<file path="config.mk">
export PLATFORM = sky130hd
export DESIGN_NAME = decode_sequencer
export DESIGN_NICKNAME = d
export VERILOG_FILES = /design/src/rtl/decode_sequencer.sv
export SDC_FILE = /design/constraint.sdc
export NUM_CORES = 1
export LEC_CHECK = 0
export CAP_MARGIN = 20
export CELL_PAD_IN_SITES_DETAIL_PLACEMENT = 1
export CELL_PAD_IN_SITES_GLOBAL_PLACEMENT = 2
export CORE_UTILIZATION = 26
export DETAILED_ROUTE_END_ITERATION = 16
export GPL_TIMING_DRIVEN = 0
export PLACE_DENSITY = 0.82
export SLEW_MARGIN = 20
export SYNTH_ARGS = -nofsm -noshare
export SYNTH_HDL_FRONTEND = slang
export SYNTH_SLANG_ARGS = --single-unit
</file>
<file path="constraint.sdc">
create_clock -name clk -period 2.7 [get_ports clk]
set_input_delay 0.54 -clock clk [delete_from_list [all_inputs] [get_ports clk]]
set_output_delay 0.54 -clock clk [all_outputs]
set_load 0.02 [all_outputs]
</file>
<file path="src/rtl/decode_sequencer.sv">
// Decode controller: gates the bit stream during DECODE, walks 8x8 block positions and image-RAM
// base addresses on IDCT completions, then runs one CDF pass with a timeout and reports status.
module decode_sequencer #(
  parameter int IMAGE_WIDTH             = 320,
  parameter int IMAGE_HEIGHT            = 240,
  parameter int BLOCK_DIM               = 8,
  parameter int IMAGE_RAM_ADDRESS_WIDTH = 17,
  parameter int CDF_TIMEOUT             = 4096,
  localparam int BX = IMAGE_WIDTH / BLOCK_DIM,
  localparam int BY = IMAGE_HEIGHT / BLOCK_DIM,
  localparam int XW = (BX > 1) ? $clog2(BX) : 1,
  localparam int YW = (BY > 1) ? $clog2(BY) : 1
) (
  input  logic                               clk,
  input  logic                               rst,
  input  logic [15:0]                        command,
  input  logic                               command_valid,
  input  logic                               block_valid,
  input  logic                               cdf_done,
  output logic                               bit_enable,
  output logic [XW-1:0]                      block_x,
  output logic [YW-1:0]                      block_y,
  output logic [IMAGE_RAM_ADDRESS_WIDTH-1:0] block_base_address,
  output logic                               start_cdf,
  output logic                               busy,
  output logic                               done,
  output logic                               error,
  output logic [2:0]                         fsm_state
);

  // Handshake: command_valid, block_valid and cdf_done are single-cycle qualifiers with no
  // back-pressure; every input event is consumed (or flagged as an error) on the edge it is seen.

  localparam int AW = IMAGE_RAM_ADDRESS_WIDTH;
  localparam int TW = (CDF_TIMEOUT > 1) ? $clog2(CDF_TIMEOUT) : 1;

  localparam logic [XW-1:0] X_LAST   = XW'(BX - 1);
  localparam logic [YW-1:0] Y_LAST   = YW'(BY - 1);
  localparam logic [AW-1:0] STEP_COL = AW'(BLOCK_DIM);
  localparam logic [AW-1:0] STEP_ROW = AW'((BLOCK_DIM - 1) * IMAGE_WIDTH + BLOCK_DIM);
  localparam logic [TW-1:0] T_LAST   = TW'(CDF_TIMEOUT - 1);

  localparam logic [3:0] OP_START = 4'h1;
  localparam logic [3:0] OP_ABORT = 4'h2;
  localparam logic [3:0] OP_CLEAR = 4'h3;

  typedef enum logic [2:0] {
    S_IDLE      = 3'd0,
    S_DECODE    = 3'd1,
    S_CDF_START = 3'd2,
    S_CDF_WAIT  = 3'd3,
    S_DONE      = 3'd4
  } state_t;

  state_t          state_q, state_d;
  logic [XW-1:0]   x_q, x_d;
  logic [YW-1:0]   y_q, y_d;
  logic [AW-1:0]   base_q, base_d;
  logic [TW-1:0]   tmo_q, tmo_d;
  logic            done_q, done_d;
  logic            error_q, error_d;
  logic            bit_enable_q, start_cdf_q, busy_q;

  logic            cmd_start, cmd_abort, cmd_clear;
  logic            in_busy;
  logic            cmd_unused;

  assign cmd_start  = command_valid && (command[15:12] == OP_START);
  assign cmd_abort  = command_valid && (command[15:12] == OP_ABORT);
  assign cmd_clear  = command_valid && (command[15:12] == OP_CLEAR);
  assign cmd_unused = ^command[11:0];
  assign in_busy    = (state_q == S_DECODE) || (state_q == S_CDF_START) ||
                      (state_q == S_CDF_WAIT);

  always_comb begin
    state_d = state_q;
    x_d     = x_q;
    y_d     = y_q;
    base_d  = base_q;
    tmo_d   = tmo_q;
    done_d  = done_q;
    error_d = error_q;

    case (state_q)
      S_IDLE, S_DONE: begin
        if (cmd_start) begin
          state_d = S_DECODE;
          x_d     = '0;
          y_d     = '0;
          base_d  = '0;
          done_d  = 1'b0;
          error_d = 1'b0;
        end else if (cmd_clear) begin
          state_d = S_IDLE;
          done_d  = 1'b0;
          error_d = 1'b0;
        end
      end

      S_DECODE: begin
        if (cmd_abort) begin
          state_d = S_IDLE;
          x_d     = '0;
          y_d     = '0;
          base_d  = '0;
          done_d  = 1'b0;
        end else if (block_valid) begin
          if (x_q == X_LAST) begin
            // The final block leaves x/y/base parked on itself while the CDF pass runs.
            if (y_q == Y_LAST) begin
              state_d = S_CDF_START;
            end else begin
              x_d    = '0;
              y_d    = y_q + YW'(1);
              base_d = base_q + STEP_ROW;
            end
          end else begin
            x_d    = x_q + XW'(1);
            base_d = base_q + STEP_COL;
          end
        end
      end

      S_CDF_START: begin
        if (cmd_abort) begin
          state_d = S_IDLE;
          x_d     = '0;
          y_d     = '0;
          base_d  = '0;
          done_d  = 1'b0;
        end else begin
          state_d = S_CDF_WAIT;
          tmo_d   = '0;
        end
      end

      S_CDF_WAIT: begin
        if (cmd_abort) begin
          state_d = S_IDLE;
          x_d     = '0;
          y_d     = '0;
          base_d  = '0;
          done_d  = 1'b0;
        end else if (cdf_done) begin
          state_d = S_DONE;
          done_d  = 1'b1;
        end else if (tmo_q == T_LAST) begin
          state_d = S_DONE;
          done_d  = 1'b1;
          error_d = 1'b1;
        end else begin
          tmo_d = tmo_q + TW'(1);
        end
      end

      default: begin
        state_d = S_IDLE;
      end
    endcase

    // Protocol violations are applied after any START/CLEAR clear in the same cycle.
    if ((cmd_start && in_busy) ||
        (block_valid && (state_q != S_DECODE)) ||
        (cdf_done && (state_q != S_CDF_WAIT))) begin
      error_d = 1'b1;
    end
  end

  always_ff @(posedge clk) begin
    if (rst) begin
      state_q      <= S_IDLE;
      x_q          <= '0;
      y_q          <= '0;
      base_q       <= '0;
      tmo_q        <= '0;
      done_q       <= 1'b0;
      error_q      <= 1'b0;
      bit_enable_q <= 1'b0;
      start_cdf_q  <= 1'b0;
      busy_q       <= 1'b0;
    end else begin
      state_q      <= state_d;
      x_q          <= x_d;
      y_q          <= y_d;
      base_q       <= base_d;
      tmo_q        <= tmo_d;
      done_q       <= done_d;
      error_q      <= error_d;
      bit_enable_q <= (state_d == S_DECODE);
      start_cdf_q  <= (state_d == S_CDF_START);
      busy_q       <= (state_d == S_DECODE) || (state_d == S_CDF_START) ||
                      (state_d == S_CDF_WAIT);
    end
  end

  assign bit_enable         = bit_enable_q;
  assign block_x            = x_q;
  assign block_y            = y_q;
  assign block_base_address = base_q;
  assign start_cdf          = start_cdf_q;
  assign busy               = busy_q;
  assign done               = done_q;
  assign error              = error_q;
  assign fsm_state          = state_q;

endmodule

</file>
; Word-level counts from Yosys, hierarchy flattened
; Index checks and enable logic that the tools add are counted.
[totals]
regBits = 48
latch_bits = 0
mem_bits_rw = 0
mem_bits_ro = 0
in_bits = 21
out_inout_bits = 36
wordCells = 120
mem_count = 0
[classes]
add_sub_neg = 5
n_mul = 0
div_mod_pow = 0
magnitude_cmp = 0
eq_ne = 32
n_shift = 0
muxes = 48
bitwise_logic = 0
reduce_logical = 25
[op_table]
columns = op, n
row1 = two-way mux 17 bit, 6
row2 = one-hot mux 17 bit (3 select lines), 1
row3 = two-way mux 12 bit, 4
row4 = two-way mux 6 bit, 6
row5 = two-way mux 5 bit, 6
row6 = two-way mux 3 bit, 9
row7 = one-hot mux 12 bit (2 select lines), 1
row8 = one-hot mux 6 bit (3 select lines), 1
row9 = adder 17 x 12 -> 17 bit (second input constant), 1
row10 = adder 17 x 4 -> 17 bit (second input constant), 1
row11 = one-hot mux 5 bit (3 select lines), 1
row12 = AND reduction 5 bit, 3
row13 = adder 12 x 1 -> 12 bit (second input constant), 1
row14 = == test 12 bit (second input constant), 1
row15 = == test 3 x 2 -> 1 bit (second input constant), 4
row16 = != test 3 x 2 -> 1 bit (second input constant), 4
row17 = one-hot mux 3 bit (4 select lines), 1
row18 = != test 2 bit (second input constant), 5
row19 = two-way mux 1 bit, 9
row20 = != test 3 bit (second input constant), 3
row21 = nonzero test 3 bit, 3
row22 = == test 4 x 2 -> 1 bit (second input constant), 2
row23 = != test 4 bit (second input constant), 2
row24 = adder 6 x 1 -> 6 bit (second input constant), 1
row25 = other kinds (19), 34

; Longest topological paths before layout
[logic_depth]
ltp_word = 9
ltp_mapped = 10

; Worst setup path before layout
; No wires, ideal clock.
[synth_path]
kind = register to register
startpoint = register x_q[0], in the netlist block_x[0]
endpoint = register base_q[14], in the netlist block_base_address[14]
arrival_ns = 2.554
required_time_ns = 2.568
path_slack_ns = 0.014
stages_incl_launch_ff = 11
path_buffers = 0
path_cell_list = dfxtp_1 -> ha_1 -> nor4bb_1 -> nand2_1 -> inv_1 -> ha_1 -> a41o_1 -> a21o_1 -> a21oi_1 -> or4_1 -> a21oi_1
[synth_via]
elab_chain_len = 5
word_cells_on_any_way = 7
cone_classes = eq/ne (2) / mux (4) / reduce/logical (1)
[synth_rtl]
columns = item, line_no
row1 = from (decl), 56  ; logic [XW-1:0] x_q, x_d;
row2 = from (signal assigned), 172  ; x_q <= '0;
row3 = from (signal assigned), 183  ; x_q <= x_d;
row4 = == test 6 bit (*), 108  ; if (x_q == X_LAST) begin
row5 = two-way mux 17 bit, 108
row6 = two-way mux 17 bit, 107  ; end else if (block_valid) begin
row7 = two-way mux 17 bit, 101  ; if (cmd_abort) begin
row8 = one-hot mux 17 bit (3 select lines), 84  ; case (state_q)
row9 = to (signal assigned), 185  ; base_q <= base_d;
row10 = to (decl), 58  ; logic [AW-1:0] base_q, base_d;
; Mark *: on every way between the ends. The rest lies on a longest branch, timed or not. The select of a mux whose other input is x is not followed.
; A chain may end at the register's enable or synchronous reset.

; Final worst setup path
[layout_path]
startpoint = input command[15]
endpoint = register base_q[3], in the netlist block_base_address[3]
[layout_via]
elab_chain_len = 4
word_cells_on_any_way = 11
cone_classes = eq/ne (6) / mux (2) / reduce/logical (3)
[layout_rtl]
columns = item, line_no
row1 = from (decl), 16  ; input logic [15:0] command,
row2 = == test 4 x 2 -> 1 bit or == test 4 x 1 -> 1 bit (tied branches), "69, 68"
row3 = logical AND 1 bit (on tied branches), "69, 68"
row4 = "!= test 4 bit (no line), or another cell as far along", -
row5 = AND reduction 5 bit (no line) or one-hot mux 17 bit (3 select lines) (tied branches), -
; Several ways; a longest one is shown, not always the timed one.

==> results.json <==
{
  "total_power_mw": 1.30,
  "final_cell_mix": "45 x dfxtp_1, 41 x clkdlybuf4s50_1, 30 x a21oi_1",
  "slew_viol_final": 0,
  "gr-usage-all-layers_pct": 15.6,
  "synth-compound-area-share_pct": 20.8,
  "power_density_mw_per_mm2": 420,
  "synth_edf_count": 0,
  "finish.instance_area_sq_mm": 0.00311,
  "cp-start-kind": "input pin",
  "yosys_register_bits": 45,
  "p_clk_share_pct": 41.6,
  "leakage_nw": 1.05,
  "netlist_instances": 291,
  "synth_area_sq_mm": 0.00240,
  "fin_crit_sh_pct": 93.7,
  "final_cells": 451,
  "yosysTopAreaCell": "dfxtp_1",
  "hpwl_um": 5300,
  "grt_pass1_wl_um": 12100,
  "drt_iter0_drc": 104,
  "yosysWarnings": 0,
  "finalCriticalPeriod_ns": 2.53,
  "vias_per_cell": 5.27,
  "diodes": 0,
  "ctsHoldBuffers": 0,
  "vias": 2377,
  "initial_core_util_pct": 27.2,
  "p_switching_uw": 301,
  "ir_drop_mv": 0.199,
  "ctsLongestPathBuffers": 2,
  "fp.dieH_um": 98.0,
  "combPwrFrac_pct": 7.0,
  "fin_nets": 371,
  "h-tree-depth": 2,
  "swShare_pct": 23.1,
  "gp_congestion": 0.868,
  "synth.area.mux_share_pct": 0,
  "grt_pass1_vias": 2425,
  "drc_errors": 1,
  "wire_per_inst_um": 15.8,
  "max-cap-violations": 0,
  "worst-path-buf-inv": 3,
  "area_growth_pct": 29.6,
  "grt_max_degree": 14,
  "p_seq_share_pct": 51.4,
  "crit_required_ns": 2.89,
  "cp_max_fo": 10,
  "cp.arrival_ns": 2.72,
  "syn_avg_cell_area_sq_um": 8.24,
  "cts_tree": "done",
  "rsz0062_at_grt": "false",
  "dpl_cell_area_sq_mm": 0.00295,
  "critical_path.top_delay_family": "buffers and inverters",
  "synth_ff_type": "dfxtp_1",
  "synth-xor-area-share_pct": 5.11,
  "synth_area_leaders": "dfxtp_1 38%, a21oi_1 6.5%, xnor2_1 4.7%, nor2_1 4.5%, ha_1 4.2%",
  "whs_ns": 0.490,
  "async_flop_share_pct": 0,
  "cts_buffers": 5,
  "clkSinkCount": 45,
  "ctsRootBufferMaster": "clkbuf_8",
  "final_common_cell": "dfxtp_1",
  "rows": 34,
  "status": "finished, violations left",
  "core_area_sq_mm": 0.00881,
  "dp.cells": 442,
  "insertion_delay_ns": 0.30,
  "drt_wl_total_um": 7140,
  "crit_chain": "clkdlybuf4s50_1 -> or3b_1 -> o31ai_1 -> or2_1 -> clkbuf_1 -> clkbuf_2 -> nor2_1",
  "yosys.area_share.simple_pct": 28.1,
  "top_level_ports": 57,
  "cpPeakStageDelay_ns": 0.51,
  "synthDistinctLibCells": 54,
  "synthAdderAreaFrac_pct": 4.17,
  "path_class": "input pin to register",
  "cp_slowest_cell": "or3b_1",
  "synth_top_area_share_pct": 37.6,
  "synth_top_family_by_area": "simple AND/OR/NAND/NOR gates",
  "antenna_found_initial": 0,
  "timing.fmax_mhz": 395,
  "route.antenna.remaining_nets": 0,
  "setup_violations": 0,
  "endpoint_kind": "register",
  "fin_util_pct": 35.3,
  "die_w_um": 98.0,
  "io_buffer_count": 41,
  "violations": "DRC",
  "finalHoldViolCount": 0,
  "grt-ovfl-total": 0,
  "die-area_sq_mm": 0.00961,
  "firstDrtPassIters": 10,
  "path_clk_slew_ns": 0.08,
  "ys_seq_area_share_pct": 37.6,
  "tightest_slew_ns": 0.776,
  "drive_above_1_share_pct": 8.16,
  "p_int_mw": 1.00,
  "slew_headroom_pct": 47.6,
  "hp-class": "register to register",
  "worst_clock_skew_ns": 0.00598
}
==> cell type report <==
cell class	count	area, sq um
fill	1042	5700
clock inverter	1	30.0
sequential	45	901
buffer	12	66.3
tap	108	135
multi-input combinational	227	1440
inverter	9	33.8
timing repair buffer	42	418
clock buffer	7	86.3
==> cells in the mapped netlist (3+ instances only) <==
cell type and count:
o21ai_1 8, nor4_1 3, inv_1 8, nor4b_1 3, nand4_1 6, and3_1 5
or4_1 6, or3_1 10, dfxtp_1 45, nor3_1 7, buf_4 5, xnor2_1 13
ha_1 8, a21oi_1 31, o21ai_0 7, a21o_1 4, nand2_1 20, nor2_1 29
o31ai_1 7, nand3_1 16, clkbuf_1 6
==> per-stage QoR <==
| stage | setup TNS, ns | setup slack [ns] |
|---|---|---|
| floorplan | 0 | 0.0138 |
| global placement | -5.20 | -0.392 |
| detailed placement | -6.08 | -0.461 |
| CTS | 0 | 0.0438 |
| global route | 0 | 0.00971 |
| finish | 0 | 0.170 |
==> per-layer routing <==
layer	track usage [%]	share of wire, %
met5	0	0
met4	5.36	1.2
met3	3.15	3.0
met2	26.2	47
met1	19.9	49
==> flip-flops by register name, indices dropped and copies added (netlist names) <==
name and cells:
block_base_address 14, tmo_q 12, block_x 6, block_y 5, fsm_state 3, bit_enable 1, busy 1, done 1
error 1, start_cdf 1
==> worst paths after layout <==
kind                                          endpoint  depth (start not counted)  slack (ns)             startpoint
worst max-delay path             block_base_address[3]                          7        0.17            command[15]
worst min-delay path             block_base_address[6]                          2        0.49  block_base_address[6]
worst max register to register  block_base_address[14]                         10        0.18             block_x[0]
worst min register to register   block_base_address[6]                          2        0.49  block_base_address[6]
==> worst register-to-register path: stages, from the launching register on <==
cell      delay (ns)
dfxtp_1         0.39
ha_1            0.22
nor4bb_4        0.29
nand2_2         0.14
inv_2           0.15
ha_1            0.29
a41o_1          0.27
a21o_1          0.19
a21oi_2         0.25
or4_1           0.15
a21oi_1         0.06
==> power by group through the flow <==
stage | clock network, mW | logic (mW) | registers (mW)
final | 0.543 | 0.0915 | 0.670
after global routing | 0.596 | 0.0991 | 0.671
after CTS | 0.566 | 0.0913 | 0.670
after detailed placement | 0 | 0.0901 | 0.686
after global placement | 0 | 0.0883 | 0.686
after floorplan | 0 | 0.0458 | 0.690
==> logic make-up (layout without fill, tap and decap cells) <==
group	Yosys count	after routing
XOR/XNOR	14	14
other	1	3
adder cells (fa/ha/maj)	8	8
flip-flops	45	45
AO/OA/AOI/OAI	79	79
AND/OR/NAND/NOR	123	123
buffers and inverters	21	71
==> repair_timing <==
item | 4_1_cts | 5_1_grt
setup endpoints to repair | 14 | 10
gates resized for setup | 7 | 1
pin swaps | 0 | 1
buffers inserted | 0 | 1
(Power assumes the default switching activity.)
==> RTL change (config.mk and constraints unchanged) <==
Set the parameter `CDF_TIMEOUT` to 16384 (it was 4096).
--- a/src/rtl/decode_sequencer.sv
+++ b/src/rtl/decode_sequencer.sv
@@ -5,7 +5,7 @@
   parameter int IMAGE_HEIGHT            = 240,
   parameter int BLOCK_DIM               = 8,
   parameter int IMAGE_RAM_ADDRESS_WIDTH = 17,
-  parameter int CDF_TIMEOUT             = 4096,
+  parameter int CDF_TIMEOUT             = 16384,
   localparam int BX = IMAGE_WIDTH / BLOCK_DIM,
   localparam int BY = IMAGE_HEIGHT / BLOCK_DIM,
   localparam int XW = (BX > 1) ? $clog2(BX) : 1,
Function: same outputs for any inputs over 10 cycles, from zero or initial values and one cycle with rst high; that may be too few to reach the edited logic, so the function may still have changed.
==> RTL change against the original RTL <==
Total power up 11%; area after synthesis up 5.5%; cell area up 7.1%; sequential cell count up 2; sequential share of layout area down 0.65 points; combinational power up 11%; final cell count up 7.8%; die area up 5.4%; count of clock-buffer cells in the layout down 2; wire length up 9.9%; critical path depth unchanged; synthesized cell count up 4.8%; worst setup slack worse by 0.073 ns; critical path type unchanged; highest routed layer unchanged.
==> RTL change: results (changes against the original RTL) <==
Final HPWL DP 5770 µm (+8.9%); DR WL/cell 16.2 µm (+2.0%); portion of the layout cell area used by clock cells 4.21% (+0.46 points); critical path data arrival time 2.84 ns (+0.12 ns); Layout Skew 0.0125 ns (+0.00656 ns); adder-cell area share of the yosys netlist 3.95% (-0.22 points); hold endpoint tmo_q[10]; drt pass-1 iters 4 (-6); share of the final layout cell area in multi-input gates 45.8% (-0.52 points); routed length on met2 4070 µm (+21%); static leakage 1.16 nW (+10%); Synth Area in XOR/XNOR 1.38% (-3.7 points); pre-CTS setup slack -0.521 ns (-0.0599 ns); final period utilization 96.4% (+2.7 points); antenna fix cells 0 (unchanged); multi-input logic cell count 232 (+2.2%); cell area after placement 3100 µm² (+5.0%); met3 layer wire length in the routed design 235 µm (+9.3%); cell types with the highest counts after synthesis sky130_fd_sc_hd__dfxtp_1, sky130_fd_sc_hd__a21oi_1, sky130_fd_sc_hd__nand2_1, sky130_fd_sc_hd__nand3_1, sky130_fd_sc_hd__or3_1; Well-Tap Cells 129 (+19%); worst hold slack 0.482 ns (-0.00864 ns); routability congestion estimate from global placement 0.780 (-10%); post-route DRC violation count 0 (-1); count of unique library cells instantiated by Yosys 49 (-9.3%); Critical path destination block_y[4]; synthesized-area fraction occupied by ao, oa, aoi and oai cells 21.1% (+0.24 points); PostCTS Resize Cnt 6 (-1); largest net degree at the start of global routing 17 (+3); Storage cell area 943 µm² (+4.7%); port bufs 40 (-2.4%); cell depth of the worst flop-to-flop path 9 (-1); end of the worst register-to-register path block_base_address[16]; main area contributors after synthesis sky130_fd_sc_hd__dfxtp_1, sky130_fd_sc_hd__a21oi_1, sky130_fd_sc_hd__nand3_1; Max stage delay cell, worst path sky130_fd_sc_hd__or4_1; Non-clk bufs 61 (+13%); CP delay by family, top simple AND/OR/NAND/NOR gates; routed length on met1 3440 µm (-0.95%); 1st-iter DRT viols 42 (-60%); Clk pin slew, worst setup/hold paths 0.10 ns (+0.02 ns); vias in the first global route 2595 (+7.0%); share of cell area taken by muxes after synthesis 2.37% (+2.4 points); vias per std cell 5.25 (-0.33%); share of cells above drive strength 1 10.1% (+1.9 points); Sinks on Clock Net 47 (+4.4%); outcome finished clean; relative area of non-clock buffer cells in the final design 15.9% (+0.28 points); Max IR drop VDD 0.000198 V (-0.88%); Filler Cells Inserted 1096 (+5.2%); final-stage net count 385 (+3.8%); register area share after synthesis 37.2% (-0.39 points)
-- RTL change: cell count changes in the layout (fill, tap and decap cells not counted), sizes merged, moves of 6 or more --
cell   delta
o21a      +6
nand4     +7
xnor2    -10
nand2     +9
mux2i     +6
nor2     -19
nand3     +6
o21ai     -6
-- RTL change: layer usage --
layer | vias to the layer above | track usage (%)
met3 | 10 | 2.84
met2 | 35 | 28.7
met5 | - | 0
li1 | 1256 | -
met4 | 0 | 3.68
met1 | 1252 | 19.4
-- RTL change: report_power, final --
| part | internal [mW] | switching, mW | leakage (nW) |
|---|---|---|---|
| Combinational | 0.0406 | 0.0618 | 0.708 |
| Clock | 0.376 | 0.268 | 0.0703 |
| Sequential | 0.696 | 0.00389 | 0.380 |
-- RTL change: through the flow --
step	util (%)	TNS [ns]	instances
finish	35.7	0	486
global route	35.7	-0.0571	486
CTS	35.0	0	484
detailed placement	33.2	-11.39	476
global placement	33.2	-10.08	476
floorplan	-	0	307
